--- config.mk ---
export PLATFORM = sky130hd
export DESIGN_NAME = cmp_flag_gen
export DESIGN_NICKNAME = d
export VERILOG_FILES = /design/src/rtl/cmp_flag_gen.sv
export SDC_FILE = /design/constraint.sdc
export NUM_CORES = 1
export LEC_CHECK = 0
export BUFFER_PORTS_ARGS = -buffer_cell sky130_fd_sc_hd__buf_2
export CAP_MARGIN = 25
export CORE_UTILIZATION = 30
export DETAILED_ROUTE_END_ITERATION = 16
export GPL_TIMING_DRIVEN = 0
export PLACE_DENSITY_LB_ADDON = 0.25
export SYNTH_ARGS = -nofsm -noshare
export SYNTH_HDL_FRONTEND = slang
export SYNTH_SLANG_ARGS = --single-unit
--- constraint.sdc ---
create_clock -name clk_i -period 3.78 [get_ports clk_i]
set_input_delay 0.756 -clock clk_i [delete_from_list [all_inputs] [get_ports clk_i]]
set_output_delay 0.756 -clock clk_i [all_outputs]
set_load 0.005 [all_outputs]
--- src/rtl/cmp_flag_gen.sv ---
// cmp_flag_gen: digit-serial signed/unsigned magnitude comparator; define CMP_EARLY_EXIT_EN to stop at the first differing digit
module cmp_flag_gen #(
  parameter int WIDTH = 32,
  parameter int DIGIT = 4
) (
  input  logic             clk_i,
  input  logic             rst_n,
  input  logic             start_i,
  input  logic             signed_i,
  input  logic [WIDTH-1:0] src1_i,
  input  logic [WIDTH-1:0] src2_i,
  output logic             busy_o,
  output logic             valid_o,
  output logic             less_o,
  output logic             equal_o
);
  localparam int NDIG = WIDTH / DIGIT;
  localparam int IW = NDIG > 1 ? $clog2(NDIG) : 1;
  typedef enum logic [1:0] {IDLE, SCAN, DONE} state_t;
  state_t state_q, state_d;
  logic [WIDTH-1:0] a_q, a_d, b_q, b_d;
  logic [IW-1:0] idx_q, idx_d;
  logic less_q, less_d, equal_q, equal_d, valid_q, valid_d, busy_q, busy_d;
  logic [DIGIT-1:0] a_dig, b_dig;
  logic dig_lt, dig_ne, last, accept;
`ifndef CMP_EARLY_EXIT_EN
  logic found_q, found_d, pend_q, pend_d, eff_found, eff_less;
`endif
  always_comb begin
    a_dig = a_q[idx_q*DIGIT +: DIGIT];
    b_dig = b_q[idx_q*DIGIT +: DIGIT];
    dig_lt = a_dig < b_dig;
    dig_ne = a_dig != b_dig;
    last = idx_q == '0;
    accept = start_i && state_q != SCAN;
    state_d = state_q;
    a_d = a_q;
    b_d = b_q;
    idx_d = idx_q;
    less_d = less_q;
    equal_d = equal_q;
`ifndef CMP_EARLY_EXIT_EN
    found_d = found_q;
    pend_d = pend_q;
    eff_found = found_q | dig_ne;
    eff_less = found_q ? pend_q : dig_lt;
`endif
    if (accept) begin
      // biasing the sign bit turns a two's-complement compare into an unsigned one
      a_d = src1_i ^ {signed_i, {(WIDTH-1){1'b0}}};
      b_d = src2_i ^ {signed_i, {(WIDTH-1){1'b0}}};
      idx_d = IW'(NDIG - 1);
      state_d = SCAN;
`ifndef CMP_EARLY_EXIT_EN
      found_d = 1'b0;
      pend_d = 1'b0;
`endif
    end else if (state_q == SCAN) begin
`ifdef CMP_EARLY_EXIT_EN
      if (dig_ne || last) begin
        state_d = DONE;
        less_d = dig_lt;
        equal_d = !dig_ne;
      end else begin
        idx_d = idx_q - 1'b1;
      end
`else
      // the first differing digit is remembered; later digits cannot override it
      found_d = eff_found;
      pend_d = eff_less;
      if (last) begin
        state_d = DONE;
        less_d = eff_found & eff_less;
        equal_d = !eff_found;
      end else begin
        idx_d = idx_q - 1'b1;
      end
`endif
    end else if (state_q == DONE) begin
      state_d = IDLE;
    end
    valid_d = state_d == DONE;
    busy_d = state_d == SCAN;
  end
  always_ff @(posedge clk_i or negedge rst_n) begin
    if (!rst_n) begin
      state_q <= IDLE;
      a_q <= '0;
      b_q <= '0;
      idx_q <= '0;
      less_q <= 1'b0;
      equal_q <= 1'b0;
      valid_q <= 1'b0;
      busy_q <= 1'b0;
`ifndef CMP_EARLY_EXIT_EN
      found_q <= 1'b0;
      pend_q <= 1'b0;
`endif
    end else begin
      state_q <= state_d;
      a_q <= a_d;
      b_q <= b_d;
      idx_q <= idx_d;
      less_q <= less_d;
      equal_q <= equal_d;
      valid_q <= valid_d;
      busy_q <= busy_d;
`ifndef CMP_EARLY_EXIT_EN
      found_q <= found_d;
      pend_q <= pend_d;
`endif
    end
  end
  assign busy_o = busy_q;
  assign valid_o = valid_q;
  assign less_o = less_q;
  assign equal_o = equal_q;
endmodule

==> metrics <==
outcome completed; peak supply drop 291 µV; drt wl/cell 16.5 µm; Hold Buf Count CTS 0; DRT Wirelength 7650 µm; nets@finish 390; Worst-path clk slew 0.06 ns; clk_lat worst skew 0.33 ns; TNS Setup 0 ns; area share of the largest cell type after synthesis 0.528; ys flop type dfrtp_1; Ports 72; largest net degree at the start of global routing 53; Post-synth EDFFs 0; DP HPWL 5610 µm; # diodes 0; CP required 4.03 ns; shortest period the worst path allows 2.56 ns; input/output buffers 71; Max Cap Viol 0; grt ovf 0; Yosys top cell by area dfrtp_1; core footprint 0.0115 mm²; RSZ-0062 raised after global routing no; post-cts sizing count 0; sequential share of the synthesized area 0.528; pre-CTS WS 1.19 ns; PD cells 897 mW/mm²; number of buffers created by CTS 9; share of layout cells above drive strength 1 0.508; skew final 0.00490 ns; FF+latch count, synth 75; Die H 111 µm; vias in the first global route 2,323; DP Cell Count 448; Hold Path Class in -> async; Syn Area/Cell 15.3 µm²; Rel. slew slack 0.608; Lkg Pwr 2.11 nW; Die W 111 µm; FP Rows 39; CTS sink count 75; Syn Nets 307; critical path peak fanout 10; die area 0.0123 mm²; area of the mapped netlist 0.00356 mm²; slew at the pin closest to its max-slew limit 0.589 ns; DRC 0; most frequent cell after synthesis dfrtp_1; Final Power 3.94 mW; data arrival time of the worst path 2.81 ns; fin crit share 0.677; initial DRC count 32; final hold violation count 0; Post-Syn Instances 233; final core occ 0.383; fmax 391 MHz; Area contributors post-synth dfrtp_1, mux2_2, mux4_1; asr flop ratio synth 1.00; total iterations of the first detailed-routing run 4; top post-synthesis cells by count dfrtp_1, mux2_2, nand2_1; Initial Util 0.310; CP Launch Type register; Vias 2,180; setup bufs post-CTS 0; CTS root buf clkbuf_16; setup ws final 1.22 ns; CTS H-Tree Depth 3; first-pass GRT wire length 12,600 µm; fin. max-slew vios 0; post-synth cell types 28; Yosys warning count 0; gr usage total 0.137; Setup Crit Path Kind reg -> reg; Antenna Violating Nets Remaining 0; CTS tree yes; # setup viols final 0; Bufs on Longest Clock Path 2; Final Non-Filler Cells 464; vias per inst 4.70; P&R area growth vs syn 23.6%; Critical Path Sink Type register; GPL Wtd Cong 0.747; initial antenna violation count 0
power by group:
group | switching (mW) | total (mW) | leakage [nW] | internal (mW)
logic | 0.737 | 1.75 | 1.09 | 1.01
clock network | 0.310 | 0.789 | 0.137 | 0.479
registers | 0.188 | 1.41 | 0.887 | 1.22
cell type report:
cell class	count	area, µm²
Buffer	14	106
Inverter	6	22.5
Clock inverter	2	10.0
Timing Repair Buffer	72	385
Multi-Input combinational cell	138	1550
Sequential cell	75	1880
Tap cell	143	179
Fill cell	1097	7070
Clock buffer	14	264
worst paths after layout:
| kind | startpoint | slack [ns] | cells after the start | endpoint |
|---|---|---|---|---|
| worst max-delay path | idx_q[1]$_DFFE_PN0P_ | 1.22 | 8 | less_o$_DFFE_PN0P_ |
| worst min-delay path | rst_n | 0.33 | 1 | a_q[27]$_DFFE_PN0P_ |
| worst max register to register | idx_q[1]$_DFFE_PN0P_ | 1.22 | 8 | less_o$_DFFE_PN0P_ |
| worst min register to register | b_q[31]$_DFFE_PN0P_ | 0.49 | 2 | b_q[31]$_DFFE_PN0P_ |
| max in group asynchronous | rst_n | 2.88 | 2 | a_q[5]$_DFFE_PN0P_ |
| min in group clk_i | b_q[31]$_DFFE_PN0P_ | 0.49 | 2 | b_q[31]$_DFFE_PN0P_ |
kinds of logic after synthesis:
logic type,Yosys count,synth area share
AOI/OAI and AO/OA,16,0.0250
xor gates and xnor gates,2,0.00493
adders and majority gates,6,0.0211
buffers and inverters,20,0.0362
DFF,75,0.528
muxes,83,0.344
and+or+nand+nor,31,0.0412
layer usage:
metal	wire length, µm	part of all wire	up-vias	global-route usage
li1	-	-	1020	-
met1	3620	0.47	1108	0.181
met2	3660	0.48	42	0.214
met3	222	0.029	10	0.0295
met4	150	0.020	0	0.0640
met5	0	0	-	0
cell usage in the layout (no fill, tap or decap), types with 4 or more instances in the layout:
master and count:
a21oi_1 6, buf_2 77, buf_6 6, clkbuf_1 4, clkbuf_16 9, dfrtp_1 75, ha_1 6, inv_1 5
mux2_2 49, mux2_4 14, mux2i_1 4, mux4_1 16, nand2_1 17, nor2_1 5, o21ai_0 6
state kept, by name, indices dropped and copies added, names as in the netlist:
name and flops:
a_q 32, equal_o 1, less_o 1, pend_q 1
b_q 32, found_q 1, state_q 2, busy_o 1
valid_o 1, idx_q 3
through the flow:
step                hold slack [ns]  instance area [µm²]
floorplan                     0.442                 3560
global placement              0.467                 4090
detailed placement            0.472                 4120
CTS                           0.338                 4390
global route                  0.348                 4390
finish                        0.330                 4390
critical path: stages (launching register included):
cell	delay, ns
dfrtp_1	0.32
clkbuf_1	0.46
buf_2	0.37
mux4_1	0.34
mux2i_1	0.16
ha_1	0.26
a211oi_1	0.23
o21ai_0	0.16
a31oi_1	0.18
(Power assumes the default switching activity.)
